--- config.mk ---
export PLATFORM = sky130hd
export DESIGN_NAME = parity_frame_rx
export DESIGN_NICKNAME = d
export VERILOG_FILES = /design/src/rtl/parity_frame_rx.sv
export SDC_FILE = /design/constraint.sdc
export NUM_CORES = 1
export LEC_CHECK = 0
export BUFFER_PORTS_ARGS = -buffer_cell sky130_fd_sc_hd__buf_2
export CAP_MARGIN = 10
export CORE_MARGIN = 3
export CORE_UTILIZATION = 50
export DETAILED_ROUTE_END_ITERATION = 10
export HOLD_SLACK_MARGIN = 0.03
export PLACE_DENSITY_LB_ADDON = 0.15
export SLEW_MARGIN = 20
export SYNTH_ARGS = -nofsm -noshare
export SYNTH_HDL_FRONTEND = slang
export SYNTH_SLANG_ARGS = --single-unit
--- constraint.sdc ---
create_clock -name clock -period 1.5 [get_ports clock]
set_input_delay 0.15 -clock clock [delete_from_list [all_inputs] [get_ports clock]]
set_output_delay 0.15 -clock clock [all_outputs]
set_load 0.02 [all_outputs]
--- src/rtl/parity_frame_rx.sv ---
// rtl/parity_frame_rx.sv - serial parity-protected frame receiver/checker
module parity_frame_rx #(
    parameter int DATA_W     = 8,
    parameter bit PARITY_ODD = 1'b0
) (
    input  logic              clock,
    input  logic              reset,
    input  logic              x,
    input  logic              en,
    output logic [DATA_W-1:0] data,
    output logic              valid,
    output logic              par_err,
    output logic              frame_err,
    output logic              busy
);

    localparam int CNT_W = 5;

    typedef enum logic [2:0] {
        ST_IDLE   = 3'd0,
        ST_DATA   = 3'd1,
        ST_PARITY = 3'd2,
        ST_STOP   = 3'd3,
        ST_BREAK  = 3'd4
    } state_t;

    state_t            state_q, state_d;
    logic [CNT_W-1:0]  cnt_q, cnt_d;
    logic              par_q, par_d;
    logic              perr_q, perr_d;
    logic [DATA_W-1:0] shift_q, shift_d;
    logic [DATA_W-1:0] data_q, data_d;
    logic              valid_q, valid_d;
    logic              par_err_q, par_err_d;
    logic              frame_err_q, frame_err_d;
    logic [DATA_W:0]   shift_in;

    // LSB-first reception: each new bit enters at the MSB and moves down.
    assign shift_in = {x, shift_q};

    always_ff @(posedge clock or posedge reset) begin
        if (reset) begin
            state_q     <= ST_IDLE;
            cnt_q       <= '0;
            par_q       <= 1'b0;
            perr_q      <= 1'b0;
            shift_q     <= '0;
            data_q      <= '0;
            valid_q     <= 1'b0;
            par_err_q   <= 1'b0;
            frame_err_q <= 1'b0;
        end else begin
            state_q     <= state_d;
            cnt_q       <= cnt_d;
            par_q       <= par_d;
            perr_q      <= perr_d;
            shift_q     <= shift_d;
            data_q      <= data_d;
            valid_q     <= valid_d;
            par_err_q   <= par_err_d;
            frame_err_q <= frame_err_d;
        end
    end

    always_comb begin
        state_d     = state_q;
        cnt_d       = cnt_q;
        par_d       = par_q;
        perr_d      = perr_q;
        shift_d     = shift_q;
        data_d      = data_q;
        valid_d     = 1'b0;
        par_err_d   = par_err_q;
        frame_err_d = frame_err_q;
        if (en) begin
            unique case (state_q)
                ST_IDLE: begin
                    if (!x) begin
                        state_d = ST_DATA;
                        cnt_d   = '0;
                        par_d   = 1'b0;
                    end
                end
                ST_DATA: begin
                    shift_d = shift_in[DATA_W:1];
                    par_d   = par_q ^ x;
                    cnt_d   = cnt_q + 1'b1;
                    if (cnt_q == CNT_W'(DATA_W - 1)) begin
                        state_d = ST_PARITY;
                    end
                end
                ST_PARITY: begin
                    perr_d  = (par_q ^ x) != PARITY_ODD;
                    state_d = ST_STOP;
                end
                ST_STOP: begin
                    data_d      = shift_q;
                    par_err_d   = perr_q;
                    frame_err_d = !x;
                    valid_d     = 1'b1;
                    state_d     = x ? ST_IDLE : ST_BREAK;
                end
                ST_BREAK: begin
                    // Stuck-low line: wait for it to return high before hunting for a start bit.
                    if (x) begin
                        state_d = ST_IDLE;
                    end
                end
                default: state_d = ST_IDLE;
            endcase
        end
    end

    assign data      = data_q;
    assign valid     = valid_q;
    assign par_err   = par_err_q;
    assign frame_err = frame_err_q;
    assign busy      = (state_q != ST_IDLE);

endmodule
==> results of run 1 <==
-- cells in the final DEF, fill, tap and decap left out, types with 2 or more instances in the layout --
cell / count
buf_2: 14
nand3b_1: 2
nand2_1: 31
o31ai_1: 2
mux2_2: 8
and3_1: 2
buf_6: 2
inv_1: 3
nor4b_2: 2
buf_4: 9
a211o_1: 2
nor3_1: 2
o21ai_0: 9
nand3_1: 2
nor2_1: 2
clkinv_2: 2
dfrtp_1: 28
clkbuf_4: 5
-- path summary, 6_finish.rpt --
kind / start / end / cells past startpoint
setup / recovery: state_q[1] / busy / 3
hold / removal: x / state_q[2] / 2
setup reg to reg: state_q[1] / cnt_q[3] / 3
hold reg to reg: shift_q[0] / data[0] / 2
max in group asynchronous: reset / state_q[0] / 4
min in group asynchronous: reset / par_q / 4
-- registers in the layout, summed over array words and instances (netlist names) --
register   flops
perr_q         1
shift_q        8
cnt_q          5
data           8
par_err        1
par_q          1
frame_err      1
valid          1
state_q        3
-- routing by layer --
layer | up-vias | global-route usage [%]
met5 | - | 0
met4 | 0 | 6.780
met3 | 4 | 8.046
met2 | 28 | 29.54
met1 | 491 | 22.37
li1 | 481 | -
-- worst max-delay path: stages (launching register included) --
cell and delay [ps]:
dfrtp_1 430, buf_6 140, or3_4 350, buf_6 140
-- cells by family (layout without fill, tap and decap cells) --
logic type,count (synthesis),count (layout),synth area share [%]
AND/OR/NAND/NOR,53,53,21.37
flip-flops,29,29,56.59
AO/OA/AOI/OAI,19,19,9.659
multiplexers,9,9,7.903
buffers and inverters,9,38,2.829
adder cells (fa/ha/maj),1,1,0.9755
XOR/XNOR,1,1,0.6831
-- power groups by stage --
stage                     Combinational (mW)  Clock (mW)  Sequential [mW]
after floorplan                        0.533           0             1.30
after global placement                 0.820           0             1.24
after detailed placement               0.853           0             1.26
after CTS                              0.907       0.456             1.24
after global routing                    1.02       0.506             1.28
final                                  0.920       0.436             1.25
-- layout make-up --
type | count | area (um^2) | share of cell area, %
inverters | 4 | 18.77 | 1.208
flip-flops and latches | 29 | 726.9 | 46.78
multi-input cells | 83 | 551.8 | 35.51
clock inverters | 2 | 10.01 | 0.6441
repair buffers | 26 | 170.2 | 10.95
clock buffers | 6 | 41.29 | 2.657
well taps | 28 | 35.03 | 2.254
-- metrics by stage --
stage | instances | TNS, ps | hold WS, ps
finish | 178 | -39.88 | 120.7
global route | 178 | -142.7 | 114.5
CTS | 178 | -11.01 | 91.97
detailed placement | 167 | 0 | 239.8
global placement | 167 | 0 | 230.7
floorplan | 121 | 0 | 228.1
-- timing repair --
item                                   CTS  global route
pin swaps                                1             2
setup endpoints to repair                1             7
gates resized for setup                  6             6
endpoints found under the hold margin   29             0
gates cloned                             0             0
hold buffers                             1             0
setup buffers                            3             0
==> impl_results.md, run 1 <==
* Outcome: finished with violations
* Pin count of the biggest net entering global routing at 30
* Area share of the largest cell type after synthesis at 56.59%
* Reg power frac at 47.9%
* CTS sink count at 29
* Vias in the first global route at 1005
* Critical path endpoint category: primary output
* Ant diodes at 0
* Met2 routed WL at 1.266 mm
* Max_slew headroom at 75.85%
* Post-route cell area at 1554 um^2
* Period utilization at 101.7%
* Initial core utilization at 55.32%
* Post-Syn Area at 1282 um^2
* Power Density at 1674 nW/um^2
* Netlist cell types at 33
* Detailed Place HPWL at 1.696 mm
* Metal-1 WL at 1.178 mm
* Hold Violations, Final at 0
* DR top layer: met4
* Sequential fraction of the synthesis area at 56.59%
* NetSw at 0.9161 mW
* Synth warn at 0
* DRT Wirelength at 2.578 mm
* Core footprint at 2318 um^2
* Post-layout util at 67.03%
* Synth area leaders: dfrtp_1, nand2_1, mux2_2
* IO buf count at 15
* CP Data Required Time at 1350 ps
* Failing checks: setup timing
* Total power at 2.601 mW
* Layout Skew at 6.621 ps
* Most frequent cells after synthesis: nand2_1, dfrtp_1, mux2_2, o21ai_0
* H-tree depth at 2
* FFs w/ async S/R, synth at 100.0%
* Mean Syn Cell Area at 10.60 um^2
* DR WL/cell at 14.48 um
* CTS tree: built
* Clock edge transition at the registers on the reported setup and hold paths at 90 ps
* Clock buffer count from CTS at 5
* Slew Limit Fails at 0
* Element type at the critical path start: register
* Predominant post-synthesis flop cell: dfrtp_1
* Layout cells sized above 1 at 34.67%
* Mapped Cells at 121
* First-pass GRT wire length at 4.526 mm
* DRC at 0
* Die Area at 3209 um^2
* CP arrival at 1380 ps
* Switching share of power at 35.22%
* Synth-to-Final Area Change at 21.17%
* Initial antenna violation count at 0
* Synthesized Nets at 126
* Die width at 56.65 um
* FF+latch count, synth at 29
* RSZ-0062 raised after global routing: true
* Hold WC Path Type: primary input to register
* CTS Root Cell: clkbuf_4
* Aggregate global routing overflow at 0
* Cell internal pwr at 1.685 mW
* Buffer levels on the longest clock path at 2
* Starting DRT DRC Count at 24
* Crit path kind: register to primary output
* Most frequent cell after synthesis: nand2_1
* Finish-stage setup viols at 3
* Combinational Power Share at 35.4%
* Yosys top cell by area: dfrtp_1
* I/O pins at 16
* Clk pwr share at 16.8%
* Post-synth EDFFs at 0
* Crit-path max FO at 3
* R2R setup slack at -10 ps
* Nets at 154
* Met3 WL at 107 um
* # fillers at 185
* Maximum vdd drop at 1158 uV
* DRT antenna net count at 0
* Latest clock arrival within the worst-skew pair at 320 ps
* Die height at 56.65 um
* Dpl ws at 50.37 ps
* Vias at 1004
* Total leakage power at 0.7724 nW
* Final worst setup slack at -26.23 ps
* GPL Wtd Cong at 0.7685
* FP Rows at 17
* MaxCap Viol Count at 0
* DR pass1 iterations at 4
* Fmax at 655.2 MHz
* DP Area at 1431 um^2
* Slew @ Worst Pin at 362.3 ps
* Total GRT Usage at 18.63%
* Final min period at 1526 ps
* Avg Vias per Cell at 5.640
(Power assumes the default switching activity.)
==> run 2: changes to the inputs <==
SETUP_SLACK_MARGIN = 0.5   (was default)
==> impl_results.md, run 2 (synthesis gave the netlist of run 1 again) <==
* GPL Wtd Cong at 0.7516 (-2.2%)
* Initial antenna violation count at 0 (unchanged)
* Die width at 56.65 um (unchanged)
* WP depth at 3 (unchanged)
* CTS Root Cell: clkbuf_4
* Pin count of the biggest net entering global routing at 30 (unchanged)
* Die height at 56.65 um (unchanged)
* Aggregate global routing overflow at 0 (unchanged)
* Crit path largest cell delay at 430 ps (about the same)
* DP Area at 1493 um^2 (+4.3%)
* Latest clock arrival within the worst-skew pair at 320 ps (about the same)
* Slew @ Worst Pin at 369.4 ps (+7.118 ps)
* Total leakage power at 1.068 nW (+38%)
* FP Rows at 17 (unchanged)
* Initial core utilization at 55.32% (unchanged)
* Core footprint at 2318 um^2 (unchanged)
* Crit. Startpoint: state_q[1]
* DR WL/cell at 20.22 um (+40%)
* IO buf count at 15 (unchanged)
* DRC at 0 (unchanged)
* # fillers at 87 (-53%)
* Power Density at 1678 nW/um^2 (+0.26%)
* Hold WC Path Type: primary input to register
* DR pass1 iterations at 4 (unchanged)
* Period utilization at 102.6% (+0.89 points)
* Max_slew headroom at 75.37% (-0.47 points)
* Crit path kind: register to primary output
* First-pass GRT wire length at 5.319 mm (+18%)
* Post-route cell area at 2098 um^2 (+35%)
* Dpl ws at 31.27 ps (-19.10 ps)
* RSZ-0062 raised after global routing: true
* Cells on worst reg2reg path at 8 (+5)
* Failing checks: setup timing
* Die Area at 3209 um^2 (unchanged)
* Slew Limit Fails at 0 (unchanged)
* Buffer levels on the longest clock path at 2 (unchanged)
* Fmax at 649.5 MHz (-0.87%)
* Reg2reg start: state_q[1]
* Total GRT Usage at 21.85% (+3.2 points)
* Vias at 1219 (+21%)
* Hold path cells at 2 (unchanged)
* Grt met3 use at 6.897% (-1.1 points)
* CTS tree: built
* Synth-to-Final Area Change at 63.61%
* Worst hold start: x
* Outcome: finished with violations
* Element type at the critical path start: register
* Met1 usage at 28.51% (+6.1 points)
* Detailed Place HPWL at 1.702 mm (+0.34%)
* GR peak layer: met2
* Nets at 173 (+12%)
* Met2 Usage GRT at 32.51% (+3.0 points)
* Clock edge transition at the registers on the reported setup and hold paths at 100 ps (about the same)
* Layout Skew at 6.960 ps (+0.3387 ps)
* Vias in the first global route at 1125 (+12%)
* MaxCap Viol Count at 0 (unchanged)
* Commonest non-fill, non-tap cell in the layout: dfrtp_1
* Crit-path cells: buf_6 -> or3_4 -> buf_6
* DRT antenna net count at 0 (unchanged)
* Layout cells sized above 1 at 62.72% (+28 points)
* Ant diodes at 0 (unchanged)
* Finish-stage setup viols at 7 (+4)
* Crit-path slowest cell: dfrtp_1
* Final min period at 1540 ps (+13.32 ps)
* H-tree depth at 2 (unchanged)
* CTS sink count at 29 (unchanged)
* Hold Violations, Final at 0 (unchanged)
* Critical path endpoint category: primary output
* Crit-path max FO at 4 (+1)
* Most frequent cells in the layout: dfrtp_1, buf_6, buf_4
* Worst Path Buf+Inv at 2 (unchanged)
* CP Data Required Time at 1350 ps (about the same)
* Avg Vias per Cell at 6.188 (+9.7%)
* Total power at 3.522 mW (+35%)
* DRT Wirelength at 3.983 mm (+54%)
* Starting DRT DRC Count at 86 (+260%)
* Cell family contributing the most delay on the critical path: flip-flops
* I/O pins at 16 (unchanged)
* Final worst setup slack at -39.56 ps (-13.32 ps)
* CP arrival at 1390 ps (about the same)
* Clock buffer count from CTS at 5 (unchanged)
* Maximum vdd drop at 1430 uV (+23%)
* CP dominant cell by count: buf_6
[run 2: changes by cell type in the layout (fill, tap and decap cells not counted), moves of 11 or more]
| cell | delta |
|---|---|
| nand2_1 | -24 |
| buf_6 | +17 |
| nand2_4 | +13 |
| buf_2 | -11 |
| nand2_2 | +11 |
[run 2: through the flow]
| step | TNS [ps] | cells | utilization, % | hold WS [ps] |
|---|---|---|---|---|
| floorplan | 0 | 121 | - | 228.0 |
| global placement | 0 | 168 | 64.38 | 231.1 |
| detailed placement | 0 | 168 | 64.38 | 237.8 |
| CTS | -29.85 | 191 | 80.90 | 149.3 |
| global route | -559.9 | 197 | 90.50 | 152.2 |
| finish | -142.7 | 197 | 90.50 | 179.0 |
[run 2: layout make-up]
type / instances / area (um^2) / share of cell area (%)
inverter: 4 / 27.53 / 1.312
sequential: 29 / 726.9 / 34.65
tap: 28 / 35.03 / 1.670
timing repair buffer: 44 / 446.7 / 21.29
clock buffer: 7 / 55.05 / 2.624
multi-input combinational: 83 / 765.7 / 36.49
clock inverter: 1 / 30.03 / 1.431
timing repair inverter: 1 / 11.26 / 0.5367
[run 2: worst reg2reg max path, stage by stage (launching register included)]
cell       delay (ps)
dfrtp_1           430
buf_6             140
buf_4             130
buf_6             110
nand4b_1          150
buf_6             170
clkinv_8           90
a21oi_4           130
o2bb2ai_2          70
[run 2: what timing repair did]
| item | CTS | global route |
|---|---|---|
| pin swaps | 23 | 14 |
| resized for setup | 59 | 38 |
| hold buffers | 1 | 0 |
| endpoints found under the hold margin | 29 | 0 |
| setup buffers | 12 | 5 |
| cloned | 2 | 1 |
| endpoints found under the setup margin | 40 | 41 |
[run 2: final timing paths]
check | endpoint | slack, ps
max in group asynchronous | state_q[0] | 770
min | frame_err | 180
max | busy | -40
min in group asynchronous | frame_err | 440
max reg2reg | state_q[2] | -30
min reg2reg | data[1] | 540
[run 2: report_power, final]
group / internal, mW / leakage (nW) / switching [mW]
Combinational: 0.826 / 0.651 / 0.641
Clock: 0.398 / 0.0455 / 0.273
Sequential: 1.04 / 0.371 / 0.341
Total: 2.27 / 1.07 / 1.25
[run 2: layer usage]
metal | wire, um | part of all wire (%)
met4 | 127 | 3.2
met2 | 1928 | 48
met5 | 0 | 0
met1 | 1642 | 41
met3 | 284 | 7.1
